$ cat config.mk
export PLATFORM = sky130hd
export DESIGN_NAME = p21_vga_rx
export DESIGN_NICKNAME = d
export VERILOG_FILES = /design/src/rtl/p21_vga_rx.sv
export SDC_FILE = /design/constraint.sdc
export NUM_CORES = 1
export LEC_CHECK = 0
export ABC_CLOCK_PERIOD_IN_PS = 2800
export CORE_MARGIN = 1.5
export CORE_UTILIZATION = 30
export CTS_BUF_LIST = sky130_fd_sc_hd__clkbuf_8 sky130_fd_sc_hd__clkbuf_16
export DETAILED_ROUTE_END_ITERATION = 7
export SKIP_LAST_GASP = 1
export SLEW_MARGIN = 40
export SYNTH_ARGS = -nofsm -noshare
export SYNTH_HDL_FRONTEND = slang
export SYNTH_SLANG_ARGS = --single-unit
$ cat constraint.sdc
create_clock -name clk -period 2.8 [get_ports clk]
set_input_delay 0.28 -clock clk [delete_from_list [all_inputs] [get_ports clk]]
set_output_delay 0.28 -clock clk [all_outputs]
set_load 0.005 [all_outputs]
$ cat src/rtl/p21_vga_rx.sv
// VGA sync receiver: recovers pixel/line position, measures timing and tracks lock.
// Define P21_VGA_RX_ERR_CNT_EN to build the saturating sync-error counter.
module p21_vga_rx #(
    parameter int H_TOTAL    = 801,
    parameter int V_TOTAL    = 526,
    parameter int H_ACTIVE   = 640,
    parameter int V_ACTIVE   = 480,
    parameter int H_LOAD     = 658,
    parameter int V_LOAD     = 491,
    parameter int LOCK_LINES = 4
) (
    input  logic       clk,
    input  logic       sys_rst,
    input  logic       hsync,
    input  logic       vsync,
    output logic [9:0] haddr,
    output logic [9:0] vaddr,
    output logic       de,
    output logic       locked,
    output logic       sync_err,
    output logic [9:0] line_len,
    output logic [9:0] frame_lines,
    output logic [7:0] err_cnt
);

    localparam int GW = $clog2(LOCK_LINES + 1);

    localparam logic [9:0]    HLAST = 10'(H_TOTAL - 1);
    localparam logic [9:0]    VLAST = 10'(V_TOTAL - 1);
    localparam logic [9:0]    HTOT  = 10'(H_TOTAL);
    localparam logic [9:0]    VTOT  = 10'(V_TOTAL);
    localparam logic [9:0]    HACT  = 10'(H_ACTIVE);
    localparam logic [9:0]    VACT  = 10'(V_ACTIVE);
    localparam logic [9:0]    HLD   = 10'(H_LOAD);
    localparam logic [9:0]    VLD   = 10'(V_LOAD);
    localparam logic [9:0]    CMAX  = 10'd1023;
    localparam logic [GW-1:0] GLOCK = GW'(LOCK_LINES);

    typedef enum logic [1:0] {
        SEARCH,
        TRACK,
        LOCKED
    } state_t;

    state_t        state_q, state_d;
    logic          hs_q, vs_q;
    logic [9:0]    haddr_q, haddr_d;
    logic [9:0]    vaddr_q, vaddr_d;
    logic [9:0]    lcnt_q, lcnt_d;
    logic [9:0]    line_len_q, line_len_d;
    logic [9:0]    fcnt_q, fcnt_d;
    logic [9:0]    frame_lines_q, frame_lines_d;
    logic [GW-1:0] good_q, good_d;
    logic          sync_err_q, sync_err_d;

    logic       hfall, vfall, hwrap, lsat, line_ok, frame_ok;
    logic [9:0] meas;

    assign hfall    = hs_q & ~hsync;
    assign vfall    = vs_q & ~vsync;
    assign hwrap    = ~hfall & (haddr_q == HLAST);
    assign meas     = lcnt_q + 10'd1;
    // The cycle on which the line counter first hits its ceiling.
    assign lsat     = ~hfall & (lcnt_q == CMAX - 10'd1);
    assign line_ok  = (meas == HTOT);
    assign frame_ok = (fcnt_q == VTOT);

    always_comb begin
        haddr_d       = haddr_q + 10'd1;
        vaddr_d       = vaddr_q;
        lcnt_d        = lcnt_q;
        line_len_d    = line_len_q;
        fcnt_d        = fcnt_q;
        frame_lines_d = frame_lines_q;
        if (hfall) begin
            haddr_d = HLD;
        end else if (hwrap) begin
            haddr_d = '0;
        end
        if (vfall) begin
            vaddr_d = VLD;
        end else if (hwrap) begin
            vaddr_d = (vaddr_q == VLAST) ? '0 : vaddr_q + 10'd1;
        end
        if (hfall) begin
            lcnt_d     = '0;
            line_len_d = meas;
        end else if (lcnt_q != CMAX) begin
            lcnt_d = lcnt_q + 10'd1;
        end
        if (vfall) begin
            frame_lines_d = fcnt_q;
            fcnt_d        = hfall ? 10'd1 : 10'd0;
        end else if (hfall && fcnt_q != CMAX) begin
            fcnt_d = fcnt_q + 10'd1;
        end
    end

    always_comb begin
        state_d    = state_q;
        good_d     = good_q;
        sync_err_d = 1'b0;
        unique case (state_q)
            SEARCH: begin
                good_d = '0;
                if (hfall) begin
                    state_d = TRACK;
                end
            end
            TRACK: begin
                if (lsat) begin
                    state_d = SEARCH;
                    good_d  = '0;
                end else if (hfall) begin
                    if (line_ok) begin
                        good_d = good_q + GW'(1);
                        if (good_d == GLOCK) begin
                            state_d = LOCKED;
                        end
                    end else begin
                        good_d = '0;
                    end
                end
            end
            LOCKED: begin
                if ((hfall && !line_ok) || (vfall && !frame_ok) || lsat) begin
                    state_d    = SEARCH;
                    good_d     = '0;
                    sync_err_d = 1'b1;
                end
            end
            default: begin
                state_d = SEARCH;
                good_d  = '0;
            end
        endcase
    end

    always_ff @(posedge clk or posedge sys_rst) begin
        if (sys_rst) begin
            state_q       <= SEARCH;
            hs_q          <= 1'b1;
            vs_q          <= 1'b1;
            haddr_q       <= '0;
            vaddr_q       <= '0;
            lcnt_q        <= '0;
            line_len_q    <= '0;
            fcnt_q        <= '0;
            frame_lines_q <= '0;
            good_q        <= '0;
            sync_err_q    <= 1'b0;
        end else begin
            state_q       <= state_d;
            hs_q          <= hsync;
            vs_q          <= vsync;
            haddr_q       <= haddr_d;
            vaddr_q       <= vaddr_d;
            lcnt_q        <= lcnt_d;
            line_len_q    <= line_len_d;
            fcnt_q        <= fcnt_d;
            frame_lines_q <= frame_lines_d;
            good_q        <= good_d;
            sync_err_q    <= sync_err_d;
        end
    end

`ifdef P21_VGA_RX_ERR_CNT_EN
    logic [7:0] err_cnt_q;

    always_ff @(posedge clk or posedge sys_rst) begin
        if (sys_rst) begin
            err_cnt_q <= '0;
        end else if (sync_err_d && err_cnt_q != 8'hFF) begin
            err_cnt_q <= err_cnt_q + 8'd1;
        end
    end

    assign err_cnt = err_cnt_q;
`else
    assign err_cnt = '0;
`endif

    assign haddr       = haddr_q;
    assign vaddr       = vaddr_q;
    assign locked      = (state_q == LOCKED);
    assign de          = locked & (haddr_q < HACT) & (vaddr_q < VACT);
    assign sync_err    = sync_err_q;
    assign line_len    = line_len_q;
    assign frame_lines = frame_lines_q;

endmodule

# Word-level counts from Yosys, hierarchy flattened

Cells that the tools add are included.

Logic and storage cells: 79
Input port bits: 4
Output and inout bits: 51
Register bits: 68

$lt $le $gt $ge: 2
Reduce and logical (&&, ||, !) cells: 13
Equal/unequal tests: 15
Bitwise operators: 9
Multiplexer cells: 24
Add/subtract/negate cells: 5

Operator list:

| cell                                                                          | count |
|---|---|
| 10-bit 2-to-1 mux                                                             | 9 |
| 10-bit equality test, second input constant                                   | 5 |
| 10-bit by 1-bit adder with 10-bit output, second input constant               | 4 |
| 10-bit inequality test, second input constant                                 | 2 |
| 2-bit 2-to-1 mux                                                              | 6 |
| 3-bit 2-to-1 mux                                                              | 4 |
| 10-bit less-than comparator, second input constant                            | 1 |
| 10-bit by 9-bit less-than comparator with 1-bit output, second input constant | 1 |
| 3-bit inequality test, second input constant                                  | 3 |
| 1-bit AND                                                                     | 6 |
| 2-bit case mux with 3 select lines                                            | 1 |
| 3-bit case mux with 2 select lines                                            | 1 |
| 2-bit nonzero test                                                            | 3 |
| 5-bit AND reduction                                                           | 1 |
| 3-bit by 1-bit adder with 3-bit output, second input constant                 | 1 |
| 3-bit equality test, second input constant                                    | 1 |
| 1-bit logical AND                                                             | 3 |
| 1-bit 2-to-1 mux                                                              | 3 |
| 1-bit inverter                                                                | 3 |
| 2-bit by 1-bit equality test with 1-bit output, second input constant         | 1 |
| 2-bit equality test, second input constant                                    | 1 |
| 1-bit logical NOT                                                             | 2 |
| 2-bit logical NOT                                                             | 1 |
| 1-bit logical OR                                                              | 2 |
| 3 further kinds                                                               | 3 |

# Longest topological paths before layout

Depth after elaboration: 8
Mapped depth: 8

# Least setup slack after synthesis

Ideal clock, no wire load.

Path kind: register to register
From: register fcnt_q[1]
To: register fcnt_q[7]
Period minus slack after synthesis: 1.971 ns
Stages on the path, launching flop included: 8
Setup time: 0.132 ns
Data required time: 2.668 ns
Slack: 0.829 ns
Arrival time: 1.839 ns
Cell sequence: dfrtp_1 -> ha_1 -> and4_1 -> a31oi_1 -> and4_1 -> nand3_1 -> xor2_1 -> nor2_1

Cells in the longest elaborated chain, start to end: 3
Elaborated cells between the ends (all ways): 6
Those cells by class: add/sub: 1; eq/ne: 1; mux: 2; reduce/logical: 2

RTL lines:

| item                                                                                      | RTL line | text |
|---|---|---|
| start: declaration                                                                        | 51       | `logic [9:0] fcnt_q, fcnt_d;` |
| start signal: assignment                                                                  | 160      | `fcnt_q <= fcnt_d;` |
| 10-bit by 1-bit adder with 10-bit output / 10-bit inequality test (equally long branches) | 95, 94   |  |
| 10-bit 2-to-1 mux / 1-bit logical AND (equally long branches)                             | 94       | `end else if (hfall && fcnt_q != CMAX) begin` |
| 10-bit 2-to-1 mux / 2-bit nonzero test (equally long branches)                            | n/a      |  |

Parallel ways exist; a longest one is shown, timed or not. The select of a mux whose other input is x is not followed.
A chain may end at the register's enable or synchronous reset.

# Final worst setup path

From: register lcnt_q[0]
To: register sync_err_q (netlist: sync_err)

Cells in the longest elaborated chain, start to end: 8
Elaborated cells between the ends (all ways): 10
Those cells by class: add/sub: 1; eq/ne: 2; mux: 2; bitwise: 1; reduce/logical: 4

RTL lines:

| item                                     | RTL line | text |
|---|---|---|
| start: declaration                       | 49       | `logic [9:0] lcnt_q, lcnt_d;` |
| start signal: assignment                 | 158      | `lcnt_q <= lcnt_d;` |
| 10-bit by 1-bit adder with 10-bit output | 62       | `assign meas = lcnt_q + 10'd1;` |
| 10-bit equality test                     | 65       | `assign line_ok = (meas == HTOT);` |
| 1-bit logical NOT                        | 126      | `if ((hfall && !line_ok) \|\| (vfall && !frame_ok) \|\| lsat) begin` |
| 1-bit logical AND                        | 126      |  |
| 1-bit logical OR                         | 126      |  |
| 1-bit logical OR (*)                     | 126      |  |
| 1-bit 2-to-1 mux (*)                     | 126      |  |
| 1-bit 2-to-1 mux (*)                     | 103      | `unique case (state_q)` |
| via sync_err_d                           | 54       | `logic sync_err_q, sync_err_d;` |
| end signal: assignment                   | 163      | `sync_err_q <= sync_err_d;` |
| end: declaration                         | 54       |  |

The timed path passes the listed nets; every way through them passes the cells marked *.

==> results.toml <==
[status]
status = "finished, final reports clean"

[logic_synthesis]
postSynthCellCount = 363
yosysWarnings = 0
synthArstFlopShare_pct = 100
ys.flop_type = "dfrtp_1"
synth_edf_count = 0
ys_ff_latch = 68
ys_seq_area_share_pct = 49.7
syn_area_mm2 = 0.00343
yosysUniqueCellTypes = 46
avgSynthCellArea_um2 = 9.44

[layout]
drive_gt1_share_pct = 7.19
syn2layout_area_growth_pct = 26.3
postLayoutCellArea_mm2 = 0.00433
finalNonFillerCells = 557
finalNetCount = 427
diodes = 0

[floorplanning]
die_h_um = 110
core.rowCount = 38
initial_core_util_pct = 31.2
coreArea_mm2 = 0.0110
chipWidth_um = 110
io_pins = 55
dieArea_mm2 = 0.0121

[clocking]
ctsResizeCount = 0
cts_root_buffer = "clkbuf_16"
clockBufferDepth = 2
clock_sink_count = 68
cts_setup_buffers = 0
cts-hold-fix-buffers = 0
cts-htree-levels = 3
clk_transition_reported_paths_ns = 0.05
cts_tree = "yes"
numCtsBuffers = 9
worstSkewPairLatency_ns = 0.33

[place]
gp_congestion = 0.821
hpwl_mm = 5.25
dp_cells = 541
dpl-instance-area_mm2 = 0.00404
port_buffers = 46

[critical_path]
cp_slowest_stage_delay_ns = 0.44
cp.arrival_ns = 2.36
required_ns = 3.01
path_cells = "ha_1 -> and3_1 -> a41o_1 -> a21oi_1 -> nor4_4 -> nor2_1 -> o31a_1"
path_max_fanout = 6
crit_type = "flip-flop to flip-flop"
timing.rr.start = "lcnt_q[0]"
cp_slowest_cell = "dfrtp_1"
rrSetupSlack_ns = 0.66
r2r_end = "sync_err"
end_kind = "flip-flop"
cp-start-kind = "flip-flop"
r2r_cells = 7

[timing]
tightestPinTransition_ns = 0.781
setup_viol = 0
fin_skew_ns = 0.00378
clock.fmax_ghz = 0.466
timing.setup.tns_ns = 0
timing.final.crit_period_ns = 2.14
rsz0062_at_grt = "false"
period_share_pct = 76.6
slew_violations = 0
relSlewSlack_pct = 47.8
finalHoldViolations = 0

[grt]
grt_pass1_wl_mm = 12.5
grt.overflow.total = 0
antenna_found_initial = 0
grt_pass1_vias = 2632
globalRouteTotalUtil_pct = 13.3
grt_max_degree = 44

[routing]
firstDrtPassIters = 5
wirelength_mm = 7.41
via_count = 2681
ant_nets = 0
via_per_inst = 4.81
drc = 0
post_drt_wl_per_cell_um = 13.3
drtIter0Drc = 138

[worst_hold_path]
hold_class = "primary input to asynchronous set/reset pin"

[job]
drv_cap = 0

[power_and_ir_drop]
powerDensity_mw_per_mm2 = 603
p_leak_nw = 1.94
ir_worst_vdd_uv = 358
total_power_mw = 2.61
## Yosys cell counts, types with 2 or more instances
master | n | area share (%)
dfrtp_1 | 66 | 48
nand2_1 | 58 | 6.4
nor2_1 | 29 | 3.2
o21ai_0 | 25 | 3.7
nand3_1 | 19 | 2.8
a21oi_1 | 15 | 2.2
and3_1 | 13 | 2.4
inv_1 | 13 | 1.4
xnor2_1 | 13 | 3.3
xor2_1 | 13 | 3.3
clkbuf_1 | 12 | 1.3
ha_1 | 11 | 4.0
buf_4 | 8 | 1.8
nand2b_1 | 7 | 1.3
nand4_1 | 6 | 1.1
a31oi_1 | 4 | 0.73
buf_2 | 4 | 0.58
nor3_1 | 4 | 0.58
and4_1 | 3 | 0.77
nand3b_1 | 3 | 0.66
nor2b_1 | 3 | 0.55
nor4_1 | 3 | 0.55
a211oi_1 | 2 | 0.44
and2_1 | 2 | 0.37
dfstp_2 | 2 | 1.5
mux2i_1 | 2 | 0.58
nor4_4 | 2 | 1.2
nor4bb_1 | 2 | 0.58
or3_1 | 2 | 0.37
## layout make-up
| cell class | instances | area (um^2) |
|---|---|---|
| timing repair buffer | 55 | 541 |
| tap | 140 | 175 |
| fill | 1078 | 6660 |
| clock buffer | 12 | 267 |
| sequential | 68 | 1700 |
| inverter | 13 | 48.8 |
| clock inverter | 4 | 16.3 |
| multi-input combinational | 265 | 1580 |
## routing by layer
layer	GRT usage, %	wire, um	vias to the layer above	share of wire [%]
li1	-	-	1328	-
met1	17.5	3650	1296	49
met2	21.0	3360	49	45
met3	2.85	304	8	4.1
met4	5.84	100	0	1.3
met5	0	0	-	0
## through the flow
stage | utilization [%] | setup WS (ns) | hold slack [ns]
finish | 39.4 | 0.656 | 0.354
detailed placement | 36.8 | 0.563 | 0.462
CTS | 39.4 | 0.657 | 0.358
global placement | 36.8 | 0.653 | 0.463
floorplan | - | 0.812 | 0.284
global route | 39.4 | 0.429 | 0.406
## kinds of logic after synthesis
| kind of cell | synth area share, % |
|---|---|
| AO/OA/AOI/OAI | 9.57 |
| XOR/XNOR | 6.64 |
| adder cells (fa/ha/maj) | 4.02 |
| buffers and inverters | 5.07 |
| flip-flops | 49.7 |
| multiplexers | 0.584 |
| other | 0.109 |
| AND/OR/NAND/NOR | 24.3 |
## state kept, by name, indices dropped and copies added (netlist names)
register,flops
vs_q,1
haddr,10
lcnt_q,10
vaddr,10
good_q,3
line_len,10
frame_lines,10
hs_q,1
sync_err,1
fcnt_q,10
state_q,2
## where the power goes
part / leakage [nW] / switching (mW) / internal, mW / total [mW]
Clock: 0.152 / 0.393 / 0.660 / 1.05
Combinational: 0.924 / 0.176 / 0.203 / 0.379
Sequential: 0.863 / 0.105 / 1.07 / 1.17
Total: 1.94 / 0.674 / 1.93 / 2.61
## how the worst max path moves through the flow
stage	start	end	slack, ns	cells past startpoint
floorplan	sys_rst	fcnt_q[0]	0.81	1
global placement	hsync	vaddr[9]	0.65	7
detailed placement	hsync	good_q[0]	0.56	7
CTS	lcnt_q[0]	sync_err	0.66	7
global route	lcnt_q[4]	good_q[0]	0.43	6
finish	lcnt_q[0]	sync_err	0.66	7
## worst max-delay path, delay by kind of cell (launching register included)
kind | cells | cell delay, ns
adders and majority gates | 1 | 0.25
and+or+nand+nor | 3 | 0.83
AOI/OAI and AO/OA | 3 | 0.51
DFF | 1 | 0.44
## cell usage in the layout (no fill, tap or decap), types with 8 or more instances in the layout
cell type	Yosys	layout
inv_1	13	15
xor2_1	13	13
clkbuf_16	0	9
o21ai_0	25	25
xnor2_1	13	13
nor2_1	29	29
dfrtp_1	66	66
clkdlybuf4s50_1	0	46
conb_1	1	8
a21oi_1	15	15
and3_1	13	13
ha_1	11	11
nand2_1	58	58
nand3_1	19	19
buf_4	8	8
Note: power is estimated with default switching activity, not from simulation.
==> patch 1: new RTL, config.mk and constraints unchanged <==
Encoding of `state_t`: now one-hot (3 bits for 3 states).
--- a/src/rtl/p21_vga_rx.sv
+++ b/src/rtl/p21_vga_rx.sv
@@ -36,10 +36,10 @@
     localparam logic [9:0]    CMAX  = 10'd1023;
     localparam logic [GW-1:0] GLOCK = GW'(LOCK_LINES);
 
-    typedef enum logic [1:0] {
-        SEARCH,
-        TRACK,
-        LOCKED
+    typedef enum logic [2:0] {
+        SEARCH = 3'b001,
+        TRACK  = 3'b010,
+        LOCKED = 3'b100
     } state_t;
 
     state_t        state_q, state_d;
Function: no difference found for any inputs over 4 cycles, from zero or initial values and one cycle with sys_rst high; so few cycles prove little.
==> patch 1 against the original RTL <==
  * Global-route usage up 0.43 points
  * Total power up 13%
  * Synthesized cell count up 5.8%
  * Count of clock-buffer cells in the layout down 2
  * Final area up 5.5%
  * Sequential cell count up 1
  * First-iteration DRC count up 20%
  * Non-clock buffer count down 2
  * Wire length up 9.0%
  * Area after synthesis up 5.8%
  * Setup slack worse by 0.16 ns
  * Critical endpoint is now state_q[1]
  * Via count up 6.2%
  * Largest power group is now clock
==> patch 1: results (changes against the original RTL) <==
layout:
  nets: 443  # +3.7%
  drive_gt1_frac: 0.08545  # +0.01351
  antenna_cells: 0  # unchanged
  fillers: 1158  # +7.4%
cts:
  root_buffer: "clkbuf_16"
  cts_resized: 0  # unchanged
  worstSkewPairLatency_ns: 0.33  # about the same
  cts_setup_buffers: 0  # unchanged
  cts_buffer_depth: 2  # unchanged
  numCtsBuffers: 9  # unchanged
  htreeDepth: 3  # unchanged
worst_setup_path:
  reg2reg_from: "lcnt_q[1]"
  max_stage_delay_ns: 0.50  # +0.06 ns
  reg2reg_depth: 6  # -1
  worst-path-max-fanout: 7  # +1
  reg2reg_slack_ns: 0.50  # -0.16 ns
  r2r_end: "state_q[1]"
  critical_path.slowest_cell: "or4b_4"
  crit_arrival_ns: 2.51  # +0.15 ns
yosys:
  yosys_warnings: 0  # unchanged
  synthTopCellsByCount: "dfrtp_1, nand2_1, o21ai_0"
  synth_cell_type_count: 56  # +22%
  ys_seq_area_frac: 0.4771  # -0.02020
  synth_area_leaders: "dfrtp_1, nand2_1, o21ai_0"
placement:
  place_congestion: 0.8586  # +4.6%
  dp_hpwl_um: 5684  # +8.2%
sta:
  finClkSkew_ns: 0.008679  # +0.004895 ns
  worst_pin_slew_ns: 0.5708  # -0.2104 ns
routing:
  drt-total-wl_um: 8078  # +9.0%
  drt_first_pass_iters: 4  # -1
  vias: 2848  # +6.2%
  drtIter0Drc: 165  # +20%
worst_hold_path:
  min_path_type: "in -> async"
global_routing:
  groute.usage.overall: 0.1372  # +0.004263
  grt_pass1_wl_um: 14230  # +14%
  grt_pass1_vias: 2888  # +9.7%
  grt_max_degree: 45  # +2.3%
  grt_antenna_before_repair: 0  # unchanged
run_status:
  status: "finished, final reports clean"
power:
  ir_drop_uv: 316.2  # -12%
  power.switching_uw: 744.7  # +11%
  p_leak_nw: 2.012  # +3.8%
## patch 1: through the flow
| stage | hold slack [ns] | instances | utilization | area [sq um] | worst slack, ns |
|---|---|---|---|---|---|
| floorplan | 0.2845 | 391 | - | 3654 | 0.6927 |
| global placement | 0.4661 | 560 | 0.3624 | 4209 | 0.6244 |
| detailed placement | 0.4621 | 560 | 0.3624 | 4209 | 0.5058 |
| CTS | 0.3587 | 576 | 0.3925 | 4558 | 0.4943 |
| global route | 0.4031 | 576 | 0.3930 | 4564 | 0.3644 |
| finish | 0.3342 | 576 | 0.3930 | 4564 | 0.4988 |
## patch 1: logic make-up after synthesis
kind of cell	Yosys count	share of synthesized area
compound gates	64	0.1111
xor+xnor	27	0.06519
fa+ha+maj	11	0.03794
buf+inv	39	0.05346
flops	69	0.4771
mux	3	0.008279
other cells	1	0.001034
simple gates	170	0.2459
## patch 1: area by class of cell
type / count / area [sq um] / share of cell area
multi-input combinational: 283 / 1735 / 0.3802
sequential: 69 / 1730 / 0.3791
timing repair buffer: 53 / 525.5 / 0.1151
clock buffer: 10 / 239.0 / 0.05236
tap: 143 / 178.9 / 0.03920
clock inverter: 6 / 110.1 / 0.02412
inverter: 12 / 45.04 / 0.009868
## patch 1: worst max path at each step
stage / startpoint / to / slack (ns) / cells past startpoint
after detailed placement: lcnt_q[1] / state_q[1] / 0.51 / 6
after floorplan: lcnt_q[0] / state_q[1] / 0.69 / 7
after global placement: lcnt_q[1] / state_q[1] / 0.62 / 6
after CTS: lcnt_q[1] / state_q[1] / 0.49 / 6
after global routing: lcnt_q[1] / state_q[1] / 0.36 / 6
final: lcnt_q[1] / state_q[1] / 0.50 / 6
## patch 1: layer usage
layer / vias up / wire length, um / track usage
met2: 35 / 3886 / 0.2183
met4: 0 / 129 / 0.05833
met3: 10 / 181 / 0.02357
met5: - / 0 / 0
li1: 1398 / - / -
met1: 1405 / 3880 / 0.1856
## patch 1: power groups by stage
stage,Clock (mW),Sequential (mW),Combinational (mW)
3_3_place_gp,0,1.23,0.408
4_1_cts,1.35,1.22,0.420
2_1_floorplan,0,1.19,0.275
6_report,1.32,1.22,0.410
5_1_grt,1.39,1.24,0.466
3_5_place_dp,0,1.24,0.417
==> patch 2: new RTL, config.mk and constraints unchanged <==
Made on the original files. The parameter `LOCK_LINES` goes from 4 to 2.
--- a/src/rtl/p21_vga_rx.sv
+++ b/src/rtl/p21_vga_rx.sv
@@ -7,7 +7,7 @@
     parameter int V_ACTIVE   = 480,
     parameter int H_LOAD     = 658,
     parameter int V_LOAD     = 491,
-    parameter int LOCK_LINES = 4
+    parameter int LOCK_LINES = 2
 ) (
     input  logic       clk,
     input  logic       sys_rst,
Check against the original RTL: same outputs for any inputs over 4 cycles, from zero or initial values and one cycle with sys_rst high; that may be too few to reach the edited logic, so the function may still have changed.
==> patch 2 against the original RTL <==
  * Total power up 1.9%
  * Count of clock-buffer cells in the layout unchanged
  * Setup slack worse by 0.11 ns
  * Global-route usage about the same
  * Sequential share of layout area down 1.2 points
  * Sequential cell count down 1
  * Clock skew up 0.0011 ns
  * Area after synthesis up 2.6%
  * Cell count up 2.0%
  * Maximum frequency down 5.0%
  * Wire length up 4.1%
  * Critical path depth down 1
  * Final area up 1.6%
  * Largest power group unchanged
==> patch 2: results (changes against the original RTL) <==
floorplan:
  coreArea_sq_um: 11420  # +4.0%
cts:
  cts_resized: 0  # unchanged
worst_setup_path:
  max_stage_delay_ns: 0.50  # +0.06 ns
  worst-path-max-fanout: 9  # +3
  reg2reg_from: "lcnt_q[0]"
  reg2reg_slack_ns: 0.54  # -0.11 ns
  critical_path.slowest_cell: "dfrtp_1"
run_status:
  status: "finished, final reports clean"
yosys:
  synth_ff_type: "dfrtp_1"
  synth_cell_type_count: 51  # +11%
  synth_area_leaders: "dfrtp_1, nand2_1, ha_1"
  ys_seq_area_frac: 0.4778  # -0.01951
  synthTopCellsByCount: "dfrtp_1, nand2_1, nor2_1"
  yosys_warnings: 0  # unchanged
layout:
  nets: 435  # +1.9%
  drive_gt1_frac: 0.07059  # -0.001354
routing:
  drt_first_pass_iters: 4  # -1
  wl_per_cell_um: 13.58  # +2.1%
  vias_per_cell: 4.937  # +2.6%
  drtIter0Drc: 152  # +10%
power:
  ir_drop_uv: 338.0  # -5.7%
  p_leak_nw: 1.900  # -2.0%
sta:
  layout_setup_ws_ns: 0.5436  # -0.1123 ns
  relSlewSlack: 0.5386  # +0.06043
  finClkSkew_ns: 0.004876  # +0.001092 ns
global_routing:
  gr-usage-met2: 0.2106  # +0.0003411
  grt_pass1_vias: 2798  # +6.3%
  grt.busiest_layer: "met2"
  grt_max_degree: 32  # -27%
  grt.met1_usage: 0.1674  # -0.007156
  met3_usage: 0.03171  # +0.003258
  grt_pass1_wl_um: 13380  # +6.8%
  groute.usage.overall: 0.1333  # +0.0002905
placement:
  dp_slack_ns: 0.5847  # +0.02146 ns
  place_congestion: 0.8490  # +3.4%
  dp_hpwl_um: 5484  # +4.4%
[patch 2: per-stage QoR]
stage               power, mW  hold WS [ns]  instance area, sq um  cells    util
global placement        1.598        0.4628                  4116    553  0.3605
detailed placement      1.610        0.4656                  4116    553  0.3605
finish                  2.655        0.3815                  4398    568  0.3852
global route            2.790        0.4053                  4398    568  0.3852
floorplan               1.428        0.2845                  3541    379       -
CTS                     2.689        0.3937                  4398    568  0.3852
[patch 2: path summary, 6_finish.rpt]
path / depth (start not counted) / to
setup / recovery: 6 / sync_err
hold reg to reg: 2 / frame_lines[5]
setup reg to reg: 6 / sync_err
min in group clk: 1 / vs_q
max in group asynchronous: 3 / hs_q
hold / removal: 2 / vaddr[7]
[patch 2: worst max-delay path: cells and delay by family (launching register included)]
kind / cells / cell delay [ns]
compound gates: 3 / 0.62
flops: 1 / 0.50
simple gates: 1 / 0.35
mux: 1 / 0.35
fa+ha+maj: 1 / 0.32
[patch 2: power by group]
part / total, mW / switching [mW] / internal (mW)
combinational: 0.416 / 0.198 / 0.218
clock: 1.06 / 0.403 / 0.659
sequential: 1.18 / 0.118 / 1.06
[patch 2: area by class of cell]
cell class / instances / area, sq um
clock buffer: 12 / 266.5
inverter: 9 / 33.78
multi-input combinational: 279 / 1684
timing repair buffer: 55 / 540.5
fill: 1151 / 7020
tap: 143 / 178.9
sequential: 67 / 1679
clock inverter: 3 / 15.01
[patch 2: logic make-up after synthesis]
group / after synthesis / synth area share
DFF: 67 / 0.4777
buffers and inverters: 33 / 0.05055
other: 1 / 0.001067
and+or+nand+nor: 173 / 0.2545
AOI/OAI and AO/OA: 59 / 0.1054
adders and majority gates: 10 / 0.03560
xor gates and xnor gates: 25 / 0.06230
muxes: 4 / 0.01282
[patch 2: routing by layer]
layer | wire, um | share of wire
met4 | 189 | 0.025
met2 | 3644 | 0.47
met5 | 0 | 0
met1 | 3577 | 0.46
met3 | 302 | 0.039
